[src/rtl/output_unit_pkg.sv]
// Shared types for the serial bit presenter: the FSM state encoding and the
// width of the value being presented.
package output_unit_pkg;

  localparam int BITS = 8;

  typedef enum logic {
    IDLE,
    SHOW
  } state_t;

endpackage

[src/rtl/rise_detect.sv]
// One-bit registered rising-edge detector with asynchronous reset.
// Because the history bit clears on reset, a level held through reset release reports one rise.
module rise_detect (
  input  logic clk,
  input  logic rst,
  input  logic sig,
  output logic rise
);

  logic sig_d;

  always_ff @(posedge clk or posedge rst) begin
    if (rst) sig_d <= 1'b0;
    else     sig_d <= sig;
  end

  assign rise = sig & ~sig_d;

endmodule

[src/rtl/output_unit.sv]
// Serial bit presenter: shows an 8-bit value one bit at a time, MSB first.
// Bits advance on a button rise or on a programmable auto-step period.
module output_unit
  import output_unit_pkg::*;
#(
  parameter int STEP_CYCLES = 50_000_000,
  parameter int CNT_W       = 26
) (
  input  logic            clk,
  input  logic            rst,
  input  logic            enable,
  input  logic            load,
  input  logic [BITS-1:0] load_value,
  input  logic            btn_next,
  input  logic            auto_mode,
  output logic            busy,
  output logic            bit_out,
  output logic            bit_valid,
  output logic [2:0]      bit_idx,
  output logic            done
);

  localparam logic [2:0]       LAST_CNT  = 3'd7;
  localparam logic [CNT_W-1:0] STEP_LAST = CNT_W'(STEP_CYCLES - 1);

  state_t            state, state_n;
  logic [BITS-1:0]   sh, sh_n;
  logic [2:0]        cnt, cnt_n;
  logic [CNT_W-1:0]  step, step_n;
  logic              done_q, done_n;
  logic              next_rise;
  logic              tick;
  logic              adv;

  rise_detect u_rise (
    .clk  (clk),
    .rst  (rst),
    .sig  (btn_next),
    .rise (next_rise)
  );

  // A button rise and an auto tick in the same cycle merge into one advance.
  assign tick = auto_mode && (step == STEP_LAST);
  assign adv  = next_rise | tick;

  always_comb begin
    state_n = state;
    sh_n    = sh;
    cnt_n   = cnt;
    step_n  = step;
    done_n  = 1'b0;
    if (!enable) begin
      state_n = IDLE;
      sh_n    = '0;
      cnt_n   = '0;
      step_n  = '0;
    end else begin
      case (state)
        IDLE: begin
          step_n = '0;
          if (load) begin
            sh_n    = load_value;
            cnt_n   = '0;
            state_n = SHOW;
          end
        end
        SHOW: begin
          if (adv) begin
            step_n = '0;
            if (cnt == LAST_CNT) begin
              done_n  = 1'b1;
              cnt_n   = '0;
              state_n = IDLE;
            end else begin
              sh_n  = {sh[BITS-2:0], 1'b0};
              cnt_n = cnt + 3'd1;
            end
          end else if (auto_mode) begin
            step_n = step + 1'b1;
          end else begin
            step_n = '0;
          end
        end
        default: state_n = IDLE;
      endcase
    end
  end

  always_ff @(posedge clk or posedge rst) begin
    if (rst) begin
      state  <= IDLE;
      sh     <= '0;
      cnt    <= '0;
      step   <= '0;
      done_q <= 1'b0;
    end else begin
      state  <= state_n;
      sh     <= sh_n;
      cnt    <= cnt_n;
      step   <= step_n;
      done_q <= done_n;
    end
  end

  // Outputs decode registered state only, so they never glitch from inputs.
  assign busy      = (state == SHOW);
  assign bit_valid = (state == SHOW);
  assign bit_out   = (state == SHOW) & sh[BITS-1];
  assign bit_idx   = (state == SHOW) ? (LAST_CNT - cnt) : 3'd0;
  assign done      = done_q;

endmodule

[config.mk]
export PLATFORM = sky130hd
export DESIGN_NAME = output_unit
export DESIGN_NICKNAME = d
export VERILOG_FILES = /design/src/rtl/output_unit_pkg.sv /design/src/rtl/rise_detect.sv /design/src/rtl/output_unit.sv
export SDC_FILE = /design/constraint.sdc
export NUM_CORES = 1
export LEC_CHECK = 0
export BUFFER_PORTS_ARGS = -buffer_cell sky130_fd_sc_hd__buf_2
export CORE_MARGIN = 5
export CORE_UTILIZATION = 29
export DETAILED_ROUTE_END_ITERATION = 6
export HOLD_SLACK_MARGIN = 0.02
export MAX_ROUTING_LAYER = met4
export PLACE_DENSITY = 0.48
export SLEW_MARGIN = 20
export SYNTH_ARGS = -nofsm -noshare
export SYNTH_HDL_FRONTEND = slang
export SYNTH_SLANG_ARGS = --single-unit
[constraint.sdc]
create_clock -name clk -period 2.2 [get_ports clk]
set_input_delay 0.44 -clock clk [delete_from_list [all_inputs] [get_ports clk]]
set_output_delay 0.44 -clock clk [all_outputs]
set_load 0.01 [all_outputs]
; Word-level counts from Yosys, hierarchy flattened
; Index checks and enable logic that the tools add are counted.
[classes]
n_addsub = 3
mul = 0
div = 0
order_cmp = 0
n_eq_ne = 5
shifts = 0
muxes = 24
bitwise_logic = 5
reduce_logical = 3
[op_table]
columns = cell, n
row1 = 26-bit two-way mux, 3
row2 = 26-bit one-hot mux with 2 select lines, 1
row3 = 8-bit two-way mux, 4
row4 = 26-bit by 1-bit adder with 26-bit output (second input constant), 1
row5 = 26-bit equality test (second input constant), 1
row6 = 8-bit one-hot mux with 2 select lines, 1
row7 = 3-bit two-way mux, 5
row8 = 1-bit two-way mux, 8
row9 = 3-bit inequality test (second input constant), 2
row10 = 3-bit one-hot mux with 2 select lines, 1
row11 = 3-bit by 1-bit adder with 3-bit output (second input constant), 1
row12 = 3-bit equality test (second input constant), 1
row13 = 3-bit by 2-bit inequality test with 1-bit output (second input constant), 1
row14 = 3-bit AND reduction, 1
row15 = 3-bit subtractor (first input constant), 1
row16 = 1-bit bitwise AND, 2
row17 = 1-bit NOT, 2
row18 = 1-bit one-hot mux with 2 select lines, 1
row19 = 2-bit AND reduction, 1
row20 = 1-bit logical AND, 1
row21 = 1-bit bitwise OR, 1
[word_totals]
regBits = 40
latch_bits = 0
mem_bits_rw = 0
romBits = 0
in_bits = 14
output_inout_bits = 7
wordCells = 46
mem_count = 0

; Longest topological paths before layout
; Gate-level depths: netlist (run 1).
[depth]
depth_word = 6
mapped_depth = 7
depth_no_buf = 6

; Modules after synthesis
; From an unflattened synthesis (run 1), not the netlist that was laid out.
[hier_totals]
hier_cells = 236
hier_area_um2 = 2279.7
[by_module_without_submodules]
columns = mod, instances, cells_each, area_each_um2, seq_area_each_um2
row1 = output_unit, 1, 233, 2237.1, 975.9
row2 = rise_detect, 1, 3, 42.5, 25.0

; Worst setup path before layout (run 1)
; No wires, ideal clock.
[synth_timing]
path_kind = reg-to-reg
startpoint = register step[18]
endpoint = register sh[1]
setup_time_ns = 0.128
t_arrival_ns = 1.744
t_required_ns = 2.072
setup_slack_ns = 0.328
stages_incl_launch_ff = 6
n_path_buf = 0
period_less_slack_ns = 1.872
cell_sequence = dfrtp_1 or4b_4 nor4_4 nand4b_1 nand3_2 mux2_1
[synth_between]
elab_chain_cells = 5
[synth_lines]
columns = item, line
row1 = from (decl), output_unit.sv:29  ; logic [CNT_W-1:0] step, step_n;
row2 = from (signal assigned), output_unit.sv:100  ; step <= step_n;
row3 = 26-bit equality test, output_unit.sv:43  ; assign tick = auto_mode && (step == STEP_LAST);
row4 = 1-bit logical AND, output_unit.sv:43
row5 = 1-bit bitwise OR, output_unit.sv:44  ; assign adv = next_rise | tick;
row6 = 3-bit by 2-bit inequality test with 1-bit output (no source line), --
row7 = 3-bit AND reduction (no source line), --
row8 = to (signal assigned), output_unit.sv:98  ; sh <= sh_n;
row9 = to (decl), output_unit.sv:27  ; logic [BITS-1:0] sh, sh_n;
; Every way passes these cells.
; A chain may end at the register's enable or synchronous reset.

; Final worst setup path (run 1)
[layout_timing]
startpoint = register step[16]
endpoint = register sh[1]
; The elaborated chain is that of the path after synthesis.

==> metrics.csv, run 1 <==
stage;metric;value;unit
synth;ys_types;39;
synth;synthFlopType;dfrtp_1;
synth;syn_inst;211;
worst_setup_path;worstPathArrival;2.17;ns
floorplan;initial_core_util;29.8;%
floorplan;die_x;96.3;um
worst_setup_path;cp-end-kind;flop;
synth;synth_common_cells;dfrtp_1 (40), nor2_1 (35), xor2_1 (17), nand2_1 (16), nand3_1 (14);
detailed_routing;via_count;1571;
sta;setup_viol;0;
worst_setup_path;critPathLaunchType;flop;
floorplan;io_pins;21;
clock_tree;h-tree-depth;2;
placed_design;gp_congestion;0.722;
grt;grt_overflow_total;0;
power_and_ir_drop;p_sw;359;uW
clock_tree;cts_made_buffers;5;
detailed_routing;via_per_inst;4.61;
detailed_routing;wl_met1;2230;um
placed_design;preCtsSetupSlack;0.0995;ns
worst_setup_path;cp.required;2.39;ns
clock_tree;cts.clk_slew.worst_paths;0.08;ns
detailed_routing;detail-route-antenna-nets;0;
sta;setup_slack;0.211;ns
clock_tree;clockBufferDepth;2;
power_and_ir_drop;cellPowerDensity;594;nW/um^2
detailed_routing;highest_layer;met4;
clock_tree;post-cts-setup-buffer-count;0;
synth;synthesis.area;2160;sq um
synth;syn-num-nets;229;
sta;min_period;1.99;ns
grt;grt_usage;11.0;%
placed_design;dpl_cell_area;2410;sq um
status;outcome;complete, no violations;
finish;syn_to_final_growth;16.9;%
placed_design;hpwlAfterDp;3010;um
synth;ys_warn_count;0;
finish;diodes;0;
clock_tree;cts_sinks;40;
sta;slew_headroom;64.8;%
sta;grt_setup_unrepaired;no;
synth;ys_top_cells_by_area;dfrtp_1 (46%), xor2_1 (6.9%), nor2_1 (6.1%);
detailed_routing;wl_met3;182;um
worst_setup_path;cp_max_fo;7;
sta;hold_viol_final;0;
floorplan;dieArea;9270;sq um
synth;yosysMostFrequentCell;dfrtp_1;
sta;tightest_slew;0.527;ns
power_and_ir_drop;power;1500;uW
finish;drive_gt1_share;19.8;%
sta;skew;0.00324;ns
placed_design;dpl.cell_count;333;
worst_setup_path;worstSetupPathType;flop to flop;
detailed_routing;firstDrtPassIters;4;
finish;fin_area;2520;sq um
detailed_routing;drcViolationCount;0;
grt;grt_pass1_vias;1599;
synth;postSynthAreaPerCell;10.2;sq um
finish;final_cells;341;
power_and_ir_drop;ir_drop;0.215;mV
grt;antenna_found_initial;0;
sta;drv_slew;0;
clock_tree;root_buffer;clkbuf_8;
placed_design;port_buffers;20;
grt;grt_pass1_wl;7650;um
power_and_ir_drop;sw_frac_of_total;23.9;%
power_and_ir_drop;pwr-share-clk;41.1;%
power_and_ir_drop;p_leak;0.00109;uW
power_and_ir_drop;internal_power;1140;uW
clock_tree;tritoncts;done;
synth;synth_enable_flop_cells;0;
detailed_routing;wl_met2;1950;um
floorplan;core-area;7250;sq um
floorplan;rows;31;
detailed_routing;wirelength;4420;um
worst_hold_path;hp-class;primary input to async pin;
synth;ys_seq_area_share;46.3;%
finish;final_nets;259;
detailed_routing;wl_per_cell;13.0;um
grt;grt_max_degree;41;
clock_tree;clkLatencyLatePin;0.30;ns
power_and_ir_drop;combPwrFrac;8.0;%
power_and_ir_drop;p_seq_share;50.9;%
synth;synth_top_area_share;46.3;%
synth;ys_async_sr_fraction;100;%
synth;synth_area_leader_cell;dfrtp_1;
floorplan;die_h;96.3;um
finish;fillerInstances;776;
flow_run;max_cap_violations;0;
detailed_routing;drtIter0Drc;80;
synth;ys_seq_elements;40;
sta;timing.setup.tns;0;ns
sta;fmax;503;MHz
sta;period_share;90.4;%
per-layer routing:
metal / up-vias / global-route usage, %
met4: 0 / 3.86
met1: 753 / 14.6
met5: - / -
li1: 787 / -
met3: 6 / 2.58
met2: 25 / 16.3
per-stage QoR:
stage	util, %	hold WS (ns)
after floorplan	-	0.449
after global placement	33.2	0.469
after detailed placement	33.2	0.476
after CTS	34.7	0.257
after global routing	34.8	0.252
final	34.8	0.265
final timing paths:
path                           from            to  slack [ns]  depth (start not counted)
min                             rst        cnt[0]        0.27                          3
max reg2reg                step[16]         sh[1]        0.21                          5
max                        step[16]         sh[1]        0.21                          5
min reg2reg                   sh[7]         sh[7]        0.49                          1
min in group clk           btn_next  u_rise.sig_d        0.27                          1
max in group asynchronous       rst      step[14]        1.58                          3
final cells by class:
cell class	count	area [sq um]	area share, %
inverters	4	15.0	0.595
well taps	99	124	4.91
multi-input cells	161	1110	43.8
clock buffers	5	68.8	2.73
flip-flops and latches	40	1000	39.6
repair buffers	29	168	6.64
clock inverters	3	42.5	1.68
sequential cells by signal, summed over array words and instances, names as in the netlist:
name,flops
done,1
u_rise.sig_d,1
bit_valid,1
step,26
sh,8
cnt,3
power by group through the flow:
stage / sequential (uW) / combinational [uW] / clock (uW)
floorplan: 775 / 80.4 / 0
global placement: 777 / 123 / 0
detailed placement: 777 / 124 / 0
CTS: 762 / 124 / 634
global route: 766 / 136 / 662
finish: 762 / 120 / 616
cell usage in the layout, fill, tap and decap left out, types with 2 or more instances in the layout:
master,count
or2_2,2
mux2i_1,9
nand4_1,10
and3_1,2
nor3_1,3
clkbuf_8,5
xnor2_1,7
buf_2,20
nor4_4,2
nor2b_1,8
nand3_1,14
ha_1,4
mux2_1,7
and4_1,2
nor2_1,35
nand2_1,16
o21ai_0,5
inv_1,4
xor2_1,17
dfrtp_1,40
buf_4,9
worst max-delay path, stage by stage (launching register included):
cell and delay (ns):
dfrtp_1 0.42, or4b_4 0.54, nor4_4 0.22, nand4b_1 0.15, nand3_2 0.20, mux2_1 0.34
cells by family (layout without fill, tap and decap cells):
kind of cell / after synthesis / after routing / share of synthesized area (%)
xor gates and xnor gates: 24 / 24 / 9.73
adders and majority gates: 4 / 4 / 2.32
and+or+nand+nor: 107 / 107 / 27.8
muxes: 16 / 16 / 7.82
DFF: 40 / 40 / 46.3
buffers and inverters: 10 / 41 / 2.66
AOI/OAI and AO/OA: 10 / 10 / 3.30
what timing repair did:
action | 4_1_cts | 5_1_grt
hold buffers | 0 | 0
resized for setup | 0 | 1
setup endpoints to repair | 0 | 7
Power figures use the tool's default switching activity.
==> run 2: changes to the inputs <==
--- a/config.mk
+++ b/config.mk
@@ -7,2 +7,3 @@
 export LEC_CHECK = 0
+export ABC_CLOCK_PERIOD_IN_PS = 2200
 export BUFFER_PORTS_ARGS = -buffer_cell sky130_fd_sc_hd__buf_2
==> constraint.sdc (replaced) <==
create_clock -name clk -period 2.2 [get_ports clk]
set_input_delay 0.11 -clock clk [delete_from_list [all_inputs] [get_ports clk]]
set_output_delay 0.11 -clock clk [all_outputs]
set_load 0.01 [all_outputs]
==> metrics.csv, run 2 (synthesis results as in run 1) <==
stage;metric;value;unit;change
finish;layout_common_cells;dfrtp_1 (40), nor2_1 (35), buf_2 (20), xor2_1 (17), nand2_1 (16);;
clock_tree;post-cts-setup-buffer-count;0;;unchanged
clock_tree;clkLatencyLatePin;0.30;ns;about the same
finish;final_cells;343;;+0.59%
clock_tree;tritoncts;done;;
status;outcome;complete, no violations;;
floorplan;die_h;96.3;um;unchanged
finish;fillerInstances;777;;+0.13%
finish;largest-register;step;;
sta;grt_setup_unrepaired;no;;
placed_design;gp_congestion;0.755;;+4.5%
grt;grt_usage;10.8;%;-0.13 points
detailed_routing;drcViolationCount;0;;unchanged
sta;timing.setup.tns;0;ns;unchanged
placed_design;dpl.cell_count;333;;unchanged
floorplan;dieArea;9270;sq um;unchanged
sta;drv_slew;0;;unchanged
clock_tree;h-tree-depth;2;;unchanged
sta;slew_headroom;64.8;%;about the same
finish;final_common_cell;dfrtp_1;;
sta;tightest_slew;0.528;ns;+0.000809 ns
sta;setup_slack;0.176;ns;-0.0353 ns
finish;diodes;0;;unchanged
worst_setup_path;worstPathArrival;2.21;ns;+0.04 ns
floorplan;io_pins;21;;unchanged
worst_hold_path;hp-class;primary input to flop;;
worst_setup_path;cp_max_fo;7;;unchanged
detailed_routing;detail-route-antenna-nets;0;;unchanged
floorplan;initial_core_util;29.8;%;unchanged
clock_tree;cts_sinks;40;;unchanged
floorplan;rows;31;;unchanged
sta;setup_viol;0;;unchanged
power_and_ir_drop;cellPowerDensity;588;nW/um^2;-0.97%
placed_design;hpwlAfterDp;3050;um;+1.4%
finish;largest_reg_flops;26;;unchanged
sta;whs;0.175;ns;-0.0903 ns
grt;antenna_found_initial;0;;unchanged
finish;final_nets;261;;+0.77%
clock_tree;cts_made_buffers;5;;unchanged
sta;skew;0.00958;ns;+0.00634 ns
sta;hold_viol_final;0;;unchanged
sta;min_period;2.02;ns;+0.0353 ns
grt;grt_pass1_wl;7530;um;-1.5%
clock_tree;cts.clk_slew.worst_paths;0.08;ns;about the same
floorplan;die_x;96.3;um;unchanged
sta;fmax;494;MHz;-1.7%
power_and_ir_drop;power;1490;uW;-0.38%
detailed_routing;firstDrtPassIters;4;;unchanged
finish;drive_gt1_share;19.3;%;-0.57 points
floorplan;core-area;7250;sq um;unchanged
finish;largest_registers;step x26, sh x8, cnt x3;;
worst_setup_path;cp-end-kind;flop;;
placed_design;preCtsSetupSlack;0.182;ns;+0.0820 ns
sta;period_share;92.0;%;+1.6 points
detailed_routing;wirelength;4400;um;-0.43%
detailed_routing;drtIter0Drc;48;;-40%
grt;grt_overflow_total;0;;unchanged
placed_design;port_buffers;20;;unchanged
clock_tree;clockBufferDepth;2;;unchanged
worst_setup_path;worstSetupPathType;flop to flop;;
power_and_ir_drop;ir_drop;0.254;mV;+18%
worst_setup_path;cp.required;2.38;ns;about the same
power_and_ir_drop;p_leak;0.00110;uW;+0.70%
grt;grt_pass1_vias;1583;;-1.0%
worst_setup_path;critPathLaunchType;flop;;
detailed_routing;via_count;1605;;+2.2%
clock_tree;root_buffer;clkbuf_8;;
finish;syn_to_final_growth;17.6;%;
flow_run;max_cap_violations;0;;unchanged
detailed_routing;wl_per_cell;12.8;um;-1.0%
detailed_routing;via_per_inst;4.68;;+1.6%
grt;grt_max_degree;41;;unchanged
==> run 2: timing repair <==
item | 4_1_cts | 5_1_grt
hold buffers | 2 | 0
resized for setup | 0 | 0
hold endpoints to repair | 41 | 0
==> run 2: area by class of cell <==
type | instances | area, sq um | share of cell area (%)
clock buffer | 5 | 68.8 | 2.71
timing repair buffer | 31 | 188 | 7.39
clock inverter | 3 | 42.5 | 1.67
sequential | 40 | 1000 | 39.4
tap | 99 | 124 | 4.88
inverter | 4 | 15.0 | 0.591
multi-input combinational | 161 | 1100 | 43.3
==> run 2: final timing paths <==
| kind | from | to | slack [ns] | cells past startpoint |
|---|---|---|---|---|
| setup / recovery | step[10] | sh[7] | 0.18 | 5 |
| hold / removal | load | bit_valid | 0.17 | 2 |
| setup reg to reg | step[10] | sh[7] | 0.18 | 5 |
| hold reg to reg | sh[4] | sh[4] | 0.49 | 1 |
| max in group asynchronous | rst | step[7] | 1.35 | 4 |
| min in group asynchronous | rst | cnt[1] | 0.48 | 4 |
==> run 2: critical path, stage by stage, from the launching register on <==
cell and delay (ns):
dfrtp_1 0.42, or4b_1 0.52, nor3_1 0.26, nand4b_1 0.16, nand3_2 0.20, mux2_1 0.34
==> run 2: per-stage QoR <==
step           utilization [%]  area [sq um]
3_3_place_gp              33.2          2410
3_5_place_dp              33.2          2410
6_report                  35.0          2540
4_1_cts                   35.0          2540
2_1_floorplan                -          2160
5_1_grt                   35.0          2540
==> run 2: power breakdown <==
part	switching (uW)	internal (uW)	total, uW
Combinational	69.8	52.7	122
Clock	273	336	608
Sequential	9.70	753	762
==> run 2: layer usage <==
| layer | wire [um] | vias up | track usage [%] |
|---|---|---|---|
| li1 | - | 795 | - |
| met1 | 2220 | 769 | 14.4 |
| met2 | 1910 | 37 | 16.6 |
| met3 | 242 | 4 | 2.42 |
| met4 | 31 | 0 | 3.15 |
| met5 | 0 | - | - |
==> run 3: changes to the inputs <==
- ABC_AREA: unset -> 1
==> metrics.csv, run 3 <==
stage;metric;value;unit;change
detailed_routing;drtIter0Drc;55;;+15%
worst_setup_path;cp_max_fo;24;;+17
synth;ys_async_sr_fraction;100;%;unchanged
detailed_routing;via_count;1857;;+16%
sta;tightest_slew;0.523;ns;-0.00523 ns
placed_design;port_buffers;20;;unchanged
floorplan;die_h;99.2;um;+3.1%
detailed_routing;wirelength;5020;um;+14%
floorplan;rows;32;;+3.2%
power_and_ir_drop;sw_frac_of_total;23.4;%;-0.13 points
detailed_routing;detail-route-antenna-nets;0;;unchanged
placed_design;gp_congestion;0.841;;+11%
sta;skew;0.00453;ns;-0.00505 ns
detailed_routing;drcViolationCount;0;;unchanged
worst_setup_path;timing.rr.start;step[0];;
clock_tree;cts_sinks;40;;unchanged
clock_tree;clkLatencyLatePin;0.29;ns;about the same
grt;grt_usage;11.4;%;+0.56 points
clock_tree;clockBufferDepth;2;;unchanged
placed_design;hpwlAfterDp;3750;um;+23%
finish;largest-register;step;;
sta;timing.setup.tns;0;ns;unchanged
finish;largest_reg_flops;26;;unchanged
worst_setup_path;endpoint;step[15];;
synth;synth_top_area_share;43.3;%;-3.0 points
synth;ys_seq_area_share;43.3;%;-3.0 points
worst_setup_path;reg2reg_slack;0.42;ns;+0.25 ns
clock_tree;cts_made_buffers;5;;unchanged
worst_setup_path;reg2reg_to;step[15];;
sta;setup_viol;0;;unchanged
synth;ys_seq_elements;40;;unchanged
status;outcome;complete, no violations;;
clock_tree;cts.clk_slew.worst_paths;0.08;ns;about the same
floorplan;die_x;99.2;um;+3.1%
synth;ys_types;28;;-28%
clock_tree;post-cts-setup-buffer-count;0;;unchanged
synth;synth_common_cells;nand2_1 (72), nor2_1 (56), dfrtp_1 (40), inv_1 (32), nand4_1 (15);;
finish;largest_registers;step x26, sh x8, cnt x3;;
worst_setup_path;critPathLaunchType;flop;;
worst_setup_path;cp-end-kind;flop;;
synth;postSynthAreaPerCell;7.94;sq um;-22%
finish;final_cells;419;;+22%
synth;synthesis.area;2310;sq um;+7.0%
clock_tree;hold_buffers;2;;unchanged
sta;period_share;80.7;%;-11 points
clock_tree;h-tree-depth;2;;unchanged
synth;synth_area_leader_cell;dfrtp_1;;
finish;final_nets;334;;+28%
clock_tree;tritoncts;done;;
worst_setup_path;startpoint;step[0];;
power_and_ir_drop;combPwrFrac;7.9;%;-0.3 points
worst_setup_path;reg2regPathDepth;10;;+5
floorplan;core-area;7730;sq um;+6.5%
placed_design;dpl.cell_count;409;;+23%
floorplan;io_pins;21;;unchanged
floorplan;dieArea;9850;sq um;+6.2%
synth;yosysMostFrequentCell;nand2_1;;
synth;ys_warn_count;0;;unchanged
grt;grt_pass1_wl;8880;um;+18%
worst_setup_path;cp.required;2.37;ns;about the same
worst_setup_path;worstPathArrival;1.95;ns;-0.26 ns
clock_tree;root_buffer;clkbuf_8;;
finish;diodes;0;;unchanged
grt;grt_overflow_total;0;;unchanged
flow_run;max_cap_violations;0;;unchanged
power_and_ir_drop;p_leak;0.00120;uW;+9.5%
finish;drive_gt1_share;16.1;%;-3.2 points
synth;ys_top_cells_by_area;dfrtp_1 (43%), nand2_1 (12%), nor2_1 (9.1%);;
finish;syn_to_final_growth;13.4;%;
grt;antenna_found_initial;0;;unchanged
finish;fillerInstances;862;;+11%
detailed_routing;wl_per_cell;12.0;um;-6.7%
detailed_routing;via_per_inst;4.43;;-5.3%
worst_setup_path;worstSetupPathType;flop to flop;;
power_and_ir_drop;ir_drop;0.215;mV;-15%
grt;grt_max_degree;41;;unchanged
sta;fmax;563;MHz;+14%
power_and_ir_drop;p_sw;348;uW;-1.3%
sta;slew_headroom;65.1;%;+0.35 points
synth;synth_enable_flop_cells;0;;unchanged
synth;syn-num-nets;309;;+35%
power_and_ir_drop;internal_power;1140;uW;-0.54%
power_and_ir_drop;cellPowerDensity;566;nW/um^2;-3.7%
sta;drv_slew;0;;unchanged
worst_hold_path;hp-class;primary input to flop;;
sta;grt_setup_unrepaired;no;;
grt;grt_pass1_vias;1916;;+21%
synth;syn_inst;291;;+38%
finish;final_common_cell;nand2_1;;
clock_tree;cts_resized;0;;unchanged
power_and_ir_drop;pwr-share-clk;40.3;%;-0.4 points
power_and_ir_drop;p_seq_share;51.8;%;+0.7 points
finish;layout_common_cells;nand2_1 (72), nor2_1 (56), dfrtp_1 (40), inv_1 (32), buf_2 (20);;
sta;min_period;1.78;ns;-0.249 ns
sta;hold_viol_final;0;;unchanged
detailed_routing;firstDrtPassIters;4;;unchanged
floorplan;initial_core_util;29.9;%;+0.12 points
synth;synthFlopType;dfrtp_1;;
==> run 3: cell count changes in the layout (fill, tap and decap cells not counted), moves of 6 or more <==
cell and change:
nor2_1 +21, inv_1 +28, a22o_1 +6, mux2i_1 -9, nand2_1 +56, mux2_1 -7
buf_4 -7, nor2b_1 -8
==> run 3: critical path: stages, from the launching register on <==
cell and delay (ns):
dfrtp_1 0.39, ha_1 0.21, nand3_1 0.12, inv_1 0.11, nand2_1 0.05, nor2_1 0.12
nand2_2 0.09, nand3_4 0.15, inv_2 0.09, nand2_4 0.23, nor2_1 0.09
==> run 3: worst min path at each step <==
stage / to / slack [ns] / startpoint / cells past startpoint
floorplan: u_rise.sig_d / 0.14 / btn_next / 0
global placement: u_rise.sig_d / 0.25 / btn_next / 1
detailed placement: u_rise.sig_d / 0.25 / btn_next / 1
CTS: bit_valid / 0.07 / enable / 3
global route: bit_valid / 0.10 / enable / 3
finish: bit_valid / 0.08 / enable / 3
==> run 3: area by class of cell <==
cell class,count,area (sq um),area share [%]
Timing Repair Buffer,24,135,5.16
Multi-Input combinational cell,211,1120,42.8
Tap cell,102,128,4.87
Inverter,34,128,4.87
Sequential cell,40,1000,38.2
Clock buffer,6,72.6,2.77
Clock inverter,2,35.0,1.34
==> run 3: through the flow <==
stage	setup WS (ns)	power [uW]	utilization, %	hold WS (ns)	instance area (sq um)
after global placement	0.453	901	32.3	0.249	2490
after CTS	0.374	1510	33.9	0.0680	2620
after detailed placement	0.382	901	32.3	0.248	2490
final	0.425	1480	33.9	0.0801	2620
after floorplan	0.703	865	-	0.141	2310
after global routing	0.213	1560	33.9	0.105	2620
==> run 3: cell families (layout without fill, tap and decap cells) <==
kind of cell,count (synthesis),after routing,share of synthesized area (%)
AO/OA/AOI/OAI,14,14,4.71
XOR/XNOR,18,18,6.83
adder cells (fa/ha/maj),4,4,2.17
buffers and inverters,40,66,8.13
flip-flops,40,40,43.3
AND/OR/NAND/NOR,175,175,34.8
==> run 3: routing by layer <==
layer	wire (um)	GRT usage [%]	part of all wire, %
met1	2570	15.0	51
met2	2280	17.8	45
met4	36	3.26	0.72
met3	133	2.31	2.6
met5	0	-	0
==> run 3: power groups by stage <==
stage / sequential, uW / clock (uW) / combinational (uW)
3_3_place_gp: 782 / 0 / 119
3_5_place_dp: 782 / 0 / 118
2_1_floorplan: 778 / 0 / 87.0
4_1_cts: 768 / 624 / 121
5_1_grt: 771 / 654 / 135
6_report: 768 / 598 / 117
